[src/rtl/hazard_unit_mc.sv]
// Hazard unit for the 5-stage RV32IM pipeline: forwarding, RAW/load-use stall, branch flush,
// multi-cycle MDU hold and data-memory wait freeze. Only the MDU state and its counter are registered.
module hazard_unit_mc #(
    parameter int MDU_LAT    = 4,
    parameter bit ENABLE_FWD = 1'b1,
    parameter int CNT_W      = $clog2(MDU_LAT) + 1
) (
    input  logic        clk,
    input  logic        rst,
    input  logic [31:0] IR_D,
    input  logic [31:0] IR_E,
    input  logic [31:0] IR_M,
    input  logic [31:0] IR_W,
    input  logic        pcsrc_E,
    input  logic        regwrite_M,
    input  logic        regwrite_W,
    input  logic [1:0]  wb_sel_E,
    input  logic        dmem_ready_M,
    output logic        stall_F,
    output logic        stall_D,
    output logic        stall_E,
    output logic        stall_M,
    output logic        flush_D,
    output logic        flush_E,
    output logic        flush_M,
    output logic        flush_W,
    output logic [1:0]  forwardA_E,
    output logic [1:0]  forwardB_E,
    output logic        mdu_busy
);

    localparam logic [6:0] OP_LOAD   = 7'd3;
    localparam logic [6:0] OP_AUIPC  = 7'd23;
    localparam logic [6:0] OP_STORE  = 7'd35;
    localparam logic [6:0] OP_OP     = 7'd51;
    localparam logic [6:0] OP_BRANCH = 7'd99;
    localparam logic [6:0] OP_JAL    = 7'd111;

    localparam bit              MDU_MULTI  = (MDU_LAT > 1);
    localparam int              CNT_INIT_I = (MDU_LAT > 1) ? MDU_LAT - 2 : 0;
    localparam logic [CNT_W-1:0] CNT_INIT  = CNT_W'(CNT_INIT_I);

    typedef enum logic {IDLE, BUSY} mdu_state_t;

    function automatic logic [4:0] rd_of(input logic [31:0] ir);
        return (ir[6:0] == OP_STORE || ir[6:0] == OP_BRANCH) ? 5'd0 : ir[11:7];
    endfunction

    function automatic logic [4:0] ra1_of(input logic [31:0] ir);
        return (ir[6:0] == OP_AUIPC || ir[6:0] == OP_JAL) ? 5'd0 : ir[19:15];
    endfunction

    function automatic logic [4:0] ra2_of(input logic [31:0] ir);
        return (ir[6:0] == OP_STORE || ir[6:0] == OP_OP || ir[6:0] == OP_BRANCH) ? ir[24:20] : 5'd0;
    endfunction

    function automatic logic src_hit(input logic [4:0] ra, input logic [4:0] rd, input logic en);
        return (ra != 5'd0) && (ra == rd) && en;
    endfunction

    function automatic logic [1:0] fwd_sel(input logic [4:0] ra,
                                           input logic [4:0] rdm, input logic wm,
                                           input logic [4:0] rdw, input logic ww);
        if (src_hit(ra, rdm, wm)) return 2'd0;
        if (src_hit(ra, rdw, ww)) return 2'd2;
        return 2'd1;
    endfunction

    logic [4:0] rd_E, rd_M, rd_W, ra1_D, ra2_D, ra1_E, ra2_E;
    logic       mdu_E, mem_stall, raw_ld, raw_any, raw_stall, hold;
    logic [1:0] fwd_a, fwd_b;
    logic       unused_ok;

    mdu_state_t      state_q, state_d;
    logic [CNT_W-1:0] cnt_q, cnt_d;

    assign rd_E  = rd_of(IR_E);
    assign rd_M  = rd_of(IR_M);
    assign rd_W  = rd_of(IR_W);
    assign ra1_D = ra1_of(IR_D);
    assign ra2_D = ra2_of(IR_D);
    assign ra1_E = ra1_of(IR_E);
    assign ra2_E = ra2_of(IR_E);

    assign mdu_E     = (IR_E[6:0] == OP_OP) && (IR_E[31:25] == 7'd1);
    assign mem_stall = ((IR_M[6:0] == OP_LOAD) || (IR_M[6:0] == OP_STORE)) && !dmem_ready_M;

    assign raw_ld  = wb_sel_E[1] && (src_hit(ra1_D, rd_E, 1'b1) || src_hit(ra2_D, rd_E, 1'b1));
    // Without forwarding every in-flight producer must retire before D may read it.
    assign raw_any = src_hit(ra1_D, rd_E, 1'b1) || src_hit(ra1_D, rd_M, regwrite_M) ||
                     src_hit(ra1_D, rd_W, regwrite_W) ||
                     src_hit(ra2_D, rd_E, 1'b1) || src_hit(ra2_D, rd_M, regwrite_M) ||
                     src_hit(ra2_D, rd_W, regwrite_W);
    assign raw_stall = ENABLE_FWD ? raw_ld : raw_any;

    assign fwd_a = ENABLE_FWD ? fwd_sel(ra1_E, rd_M, regwrite_M, rd_W, regwrite_W) : 2'd1;
    assign fwd_b = ENABLE_FWD ? fwd_sel(ra2_E, rd_M, regwrite_M, rd_W, regwrite_W) : 2'd1;

    assign unused_ok = ^{IR_D, IR_E, IR_M, IR_W, wb_sel_E};

    always_ff @(posedge clk) begin
        if (rst) begin
            state_q <= IDLE;
            cnt_q   <= '0;
        end else begin
            state_q <= state_d;
            cnt_q   <= cnt_d;
        end
    end

    // The counter keeps running under mem_stall; only the IDLE return waits for memory.
    always_comb begin
        state_d = state_q;
        cnt_d   = cnt_q;
        hold    = 1'b0;
        case (state_q)
            IDLE: begin
                if (mdu_E && MDU_MULTI) begin
                    hold    = 1'b1;
                    state_d = BUSY;
                    cnt_d   = CNT_INIT;
                end
            end
            BUSY: begin
                if (cnt_q != '0) begin
                    hold  = 1'b1;
                    cnt_d = cnt_q - CNT_W'(1);
                end else if (!mem_stall) begin
                    state_d = IDLE;
                end
            end
            default: state_d = IDLE;
        endcase
    end

    always_comb begin
        stall_F    = 1'b0;
        stall_D    = 1'b0;
        stall_E    = 1'b0;
        stall_M    = 1'b0;
        flush_D    = 1'b0;
        flush_E    = 1'b0;
        flush_M    = 1'b0;
        flush_W    = 1'b0;
        forwardA_E = fwd_a;
        forwardB_E = fwd_b;
        mdu_busy   = 1'b0;
        if (rst) begin
            forwardA_E = 2'd1;
            forwardB_E = 2'd1;
        end else begin
            mdu_busy = hold;
            if (mem_stall) begin
                // Branch in E is frozen with everything else and resolves once memory is ready.
                stall_F = 1'b1;
                stall_D = 1'b1;
                stall_E = 1'b1;
                stall_M = 1'b1;
                flush_W = 1'b1;
            end else if (hold) begin
                stall_F = 1'b1;
                stall_D = 1'b1;
                stall_E = 1'b1;
                flush_M = 1'b1;
            end else if (pcsrc_E) begin
                flush_D = 1'b1;
                flush_E = 1'b1;
            end else if (raw_stall) begin
                stall_F = 1'b1;
                stall_D = 1'b1;
                flush_E = 1'b1;
            end
        end
    end

endmodule

[config.mk]
export PLATFORM = sky130hd
export DESIGN_NAME = hazard_unit_mc
export DESIGN_NICKNAME = d
export VERILOG_FILES = /design/src/rtl/hazard_unit_mc.sv
export SDC_FILE = /design/constraint.sdc
export NUM_CORES = 1
export LEC_CHECK = 0
export ABC_AREA = 1
export ABC_CLOCK_PERIOD_IN_PS = 1700
export BUFFER_PORTS_ARGS = -buffer_cell sky130_fd_sc_hd__clkbuf_2
export CORE_UTILIZATION = 34
export DETAILED_ROUTE_END_ITERATION = 7
export PLACE_DENSITY = 0.82
export SETUP_SLACK_MARGIN = 0.5
export SLEW_MARGIN = 20
export SYNTH_ARGS = -nofsm -noshare
export SYNTH_HDL_FRONTEND = slang
export SYNTH_SLANG_ARGS = --single-unit
[constraint.sdc]
create_clock -name clk -period 1.7 [get_ports clk]
set_input_delay 0.17 -clock clk [delete_from_list [all_inputs] [get_ports clk]]
set_output_delay 0.17 -clock clk [all_outputs]
set_load 0.01 [all_outputs]
==> results of run 1 <==
## state kept, by name, summed over array words and instances (netlist names)
name	flops
state_q	1
cnt_q	3
## worst max-delay path: cells and delay by family
kind | cells | cell delay [ns]
AO/OA/AOI/OAI | 2 | 0.36
buffers and inverters | 3 | 0.40
AND/OR/NAND/NOR | 7 | 0.63
## area by class of cell
class,instances,share of cell area (%)
clock buffers,3,1.63
inverters,41,6.48
multi-input cells,212,56.6
flip-flops and latches,4,3.26
well taps,46,2.27
repair buffers,110,29.7
## through the flow
step	cells	hold slack, ns	TNS [ns]	utilization (%)
after detailed placement	393	0.434	-0.148	53.9
after global routing	416	0.255	-0.898	73.5
after CTS	406	0.223	-0.0554	65.2
after global placement	393	0.429	-0.0729	53.9
final	416	0.227	-0.115	73.5
after floorplan	258	0.241	0	-
## final timing paths
kind | cells after the start | slack, ns | end
worst max register to register | 12 | 0.04 | cnt_q[1]$_SDFFE_PP0P_
worst min-delay path | 2 | 0.23 | cnt_q[2]$_SDFFE_PP0P_
worst max-delay path | 12 | -0.03 | forwardB_E[1]
worst min register to register | 2 | 0.50 | cnt_q[1]$_SDFFE_PP0P_
## Yosys cell counts, drive strengths merged
cell type	number	area, sq um
a21oi	6	48.8
buf	2	15.0
dfxtp	4	80.1
ha	2	25.0
inv	41	154
nand2	87	332
nand3	32	160
nand4	10	62.6
nor2	41	159
nor3	6	46.3
nor4	2	12.5
o211ai	5	37.5
o21ai	10	53.8
o22ai	1	6.26
or2	2	12.5
xor2	7	61.3
## cell families (layout without fill, tap and decap cells)
group           after synthesis  count (layout)  share of synthesized area (%)
buf+inv                      43             154                           13.3
flops                         4               4                           6.32
fa+ha+maj                     2               2                           1.98
xor+xnor                      7               7                           4.84
simple gates                180             181                           62.0
compound gates               22              22                           11.6
## layer usage
metal / part of all wire, % / vias up / GRT usage (%)
li1: - / 1056 / -
met1: 37 / 907 / 23.5
met2: 55 / 104 / 46.2
met3: 7.0 / 14 / 2.19
met4: 1.7 / 0 / 7.27
met5: 0 / - / 0
## layout by cell type, fill, tap and decap left out, drive strengths merged
cell,instances
nand2,88
nand4,10
dfxtp,4
nor4,2
buf,36
ha,2
o211ai,5
xor2,7
clkbuf,77
inv,41
nor2,41
nor3,6
o21ai,10
or2,2
a21oi,6
nand3,32
o22ai,1
## timing repair
item,CTS,global route
setup buffers,10,8
pin swaps,21,38
gates cloned,0,2
setup endpoints to repair,17,17
resized for setup,59,68
## power groups by stage
stage               Combinational (mW)  Sequential, mW  Clock [mW]
floorplan                        0.147          0.0958           0
global placement                 0.279          0.0958           0
detailed placement               0.284          0.0958           0
CTS                              0.333          0.0945       0.203
global route                     0.417          0.0945       0.205
finish                           0.379          0.0945       0.197
==> impl_metrics.ini, run 1 <==
[drt]
firstDrtPassIters = 4
vias = 2081
vias_per_cell = 5.00
drc = 0
wl_um = 4830
drtIter0Drc = 90
antenna_left = 0
wl_per_cell_um = 11.6

[setup_path]
path_class = primary input to output pin
worstSetupStartpointType = primary input
cp-end-kind = output pin
setup.worst_path.start = IR_E[2]
critPathRequiredTime_ns = 1.53
crit_chain = buf_8, nor2_4, nand2_4, a21oi_4, buf_12, nand2_4, o21ai_1, nor2_1, nand2_2, nor2_4, nor3_2, buf_2
max_stage_delay_ns = 0.18
critPathArrivalTime_ns = 1.56
cp_max_fo = 5
rr_startpoint = cnt_q[0]$_SDFFE_PP0P_
crit_slowest_cell = a21oi_4

[placement]
place_area_sq_um = 1850
io_buffers = 88
hpwl_um = 3340
place.gp.congestion = 0.854
place_ws_ns = -0.0406

[die]
die_area_sq_um = 3970
start_util_pct = 36.8
io-pin-count = 149
die_w_um = 63.0
design.core.area_sq_um = 3440
rows = 21
die_h_um = 63.0

[synth]
synth_warnings = 0
synthCells = 258
synth_seq_cells = 4
ys_types = 24
avgSynthCellArea_sq_um = 4.91
syn_area_sq_um = 1270
ys_seq_area_share_pct = 6.32
syn_nets = 396

[global_routing]
gr-usage-all-layers_pct = 22.7
grt_pass1_vias = 1955
globalRouteOverflowTotal = 0
antenna_found_initial = 0
grt_pass1_wl_um = 7430
grt_start_max_net_pins = 11

[timing]
postLayoutSetupSlackWorst_ns = -0.0323
final_max_slew_viol_count = 0
slew_headroom_pct = 78.2
final.min_clock_period_ns = 1.73
worst_pin_slew_ns = 0.326
clock.fmax_mhz = 577
grt_setup_unrepaired = true
timing.final.crit_share_pct = 102
fin_worst_skew_ns = 0.0000270
hold_violations = 0
setup-violations-final = 6

[power]
combPwrFrac_pct = 56.5
netSwitchingFraction_pct = 37.7
p_int_mw = 0.418
pwr-share-clk_pct = 29.4
power.net_switching_mw = 0.253
finalPower_mw = 0.671
leakagePower_nw = 1.36
sequentialPowerShare_pct = 14.1
ir_drop_mv = 0.260
powerDensity_nw_per_um2 = 265

[flow_run]
cap_viol_max_count = 0

[clock_network]
insertion_delay_ns = 0.21
ctsRootBufferMaster = clkbuf_8
cts_buffer_depth = 2
clk_pin_slew_ns = 0.03
h-tree-depth = 1
numCtsBuffers = 3
cts_tree = yes
clock-sinks = 4
hold_buffers = 0

[min_path]
hold_class = primary input to flop
worstHoldStart = rst

[cells_and_area]
seq_area_sq_um = 82.6
final_cell_area_sq_um = 2530
antenna_cells = 0
drive_gt1_share_pct = 57.0
fill_cells = 286
syn_to_final_growth_pct = 99.9
multi_input_area_sq_um = 1430
finalNetCount = 510

[run_status]
status = finished with violations
violations = setup timing
Power figures use the tool's default switching activity.
==> run 2, diff against run 1 <==
GPL_TIMING_DRIVEN = 0   (was unset)
==> impl_metrics.ini, run 2 (synthesized netlist as in run 1, its figures left out) <==
[run_status]
status = finished with violations
violations = setup timing

[drt]
firstDrtPassIters = 4
wl_per_cell_um = 11.6
vias_per_cell = 4.94
drc = 0
wl_um = 4850
vias = 2074
drtIter0Drc = 109
antenna_left = 0

[min_path]
worstHoldStart = rst
min_to = cnt_q[2]$_SDFFE_PP0P_
hold_class = primary input to flop
min_path_cells = 2

[timing]
final.min_clock_period_ns = 1.77
fin_worst_skew_ns = 0.000824
finalSetupTns_ns = -0.188
timing.final.crit_share_pct = 104
final_max_slew_viol_count = 0
worst_pin_slew_ns = 0.276
slew_headroom_pct = 81.6
clock.fmax_mhz = 566
grt_setup_unrepaired = true
postLayoutSetupSlackWorst_ns = -0.0669
hold_violations = 0
setup-violations-final = 5

[cells_and_area]
finalNetCount = 514
fin_util_pct = 72.0
final_cell_area_sq_um = 2480
layout_common_cells = clkbuf_2, nand2_1, inv_1, nor2_1
syn_to_final_growth_pct = 95.7
drive_gt1_share_pct = 52.9
antenna_cells = 0
largest_reg_flops = 3
reg_top3 = cnt_q (3), state_q (1)
final_common_cell = clkbuf_2
top_register = cnt_q

[clock_network]
insertion_delay_ns = 0.21
ctsRootBufferMaster = clkbuf_8
hold_buffers = 0
numCtsBuffers = 3
cts_tree = yes
cts_buffer_depth = 2
h-tree-depth = 1
clk_pin_slew_ns = 0.03
clock-sinks = 4

[global_routing]
grt_pass1_wl_um = 7640
globalRouteOverflowTotal = 0
grt_start_max_net_pins = 11
gr-usage-all-layers_pct = 23.1
grt_pass1_vias = 1905
antenna_found_initial = 0

[power]
leakagePower_nw = 1.37
ir_drop_mv = 0.189
pwr-share-clk_pct = 29.5
power.net_switching_mw = 0.241
p_int_mw = 0.416
sequentialPowerShare_pct = 14.4
combPwrFrac_pct = 56.1
netSwitchingFraction_pct = 36.7
powerDensity_nw_per_um2 = 265

[setup_path]
critPathRequiredTime_ns = 1.53
cp-end-kind = output pin
rr_startpoint = cnt_q[1]$_SDFFE_PP0P_
r2r_setup_slack_ns = 0.19
critPathArrivalTime_ns = 1.60
rr_worst_depth = 12
worstSetupStartpointType = flop
path_class = flop to output pin
r2r_end = state_q$_SDFF_PP0_
cp_max_fo = 3

[placement]
place_area_sq_um = 1850
place.gp.congestion = 0.854
io_buffers = 88
hpwl_um = 3350

[die]
design.core.area_sq_um = 3440
io-pin-count = 149
rows = 21
die_w_um = 63.0
start_util_pct = 36.8
die_h_um = 63.0
die_area_sq_um = 3970

[flow_run]
cap_viol_max_count = 0
==> run 2: power groups by stage <==
stage,clock network (mW),registers [mW],logic (mW)
floorplan,0,0.0958,0.147
global placement,0,0.0958,0.277
detailed placement,0,0.0958,0.282
CTS,0.198,0.0945,0.326
global route,0.210,0.0944,0.405
finish,0.193,0.0945,0.368
==> run 2: final cells by class <==
cell class              instances  area [sq um]
multi-input cells             213          1360
fillers                       306           965
repair buffers                111           751
inverters                      41           164
flip-flops and latches          4          82.6
well taps                      46          57.6
clock buffers                   3          41.3
plain buffers                   2          22.5
==> run 2: worst max-delay path by stage <==
stage | from | to | slack (ns) | depth (start not counted)
6_report | cnt_q[1]$_SDFFE_PP0P_ | stall_F | -0.07 | 12
5_1_grt | IR_E[2] | stall_F | -0.17 | 15
4_1_cts | cnt_q[1]$_SDFFE_PP0P_ | stall_F | -0.06 | 12
3_5_place_dp | IR_E[5] | stall_F | -0.12 | 15
3_3_place_gp | IR_E[5] | stall_F | -0.12 | 15
2_1_floorplan | cnt_q[0]$_SDFFE_PP0P_ | stall_F | 0.16 | 11
==> run 2: worst max-delay path: stages, from the launching register on <==
cell and delay (ns):
dfxtp_2 0.33, inv_2 0.05, ha_4 0.16, ha_4 0.16, nor2_4 0.09, inv_2 0.06
o21ai_4 0.07, nand2_2 0.08, inv_2 0.09, nor2_4 0.04, nand2_2 0.08, buf_6 0.09
buf_6 0.08
==> run 2: what timing repair did <==
item,in CTS,in global routing
gates resized for setup,55,57
pin swaps,33,35
cloned,1,1
setup endpoints to repair,17,17
buffers inserted,12,11
==> run 2: routing by layer <==
| metal | share of wire [%] | global-route usage [%] |
|---|---|---|
| met5 | 0 | 0 |
| met4 | 0.97 | 3.49 |
| met3 | 7.0 | 2.55 |
| met2 | 54 | 47.2 |
| met1 | 38 | 24.9 |
==> run 2: metrics by stage <==
| stage | std cells | setup slack, ns | hold slack, ns | power [mW] |
|---|---|---|---|---|
| 2_1_floorplan | 258 | 0.161 | 0.241 | 0.243 |
| 3_3_place_gp | 392 | -0.120 | 0.429 | 0.373 |
| 3_5_place_dp | 392 | -0.122 | 0.430 | 0.377 |
| 4_1_cts | 408 | -0.0603 | 0.247 | 0.618 |
| 5_1_grt | 420 | -0.171 | 0.265 | 0.710 |
| 6_report | 420 | -0.0669 | 0.262 | 0.656 |
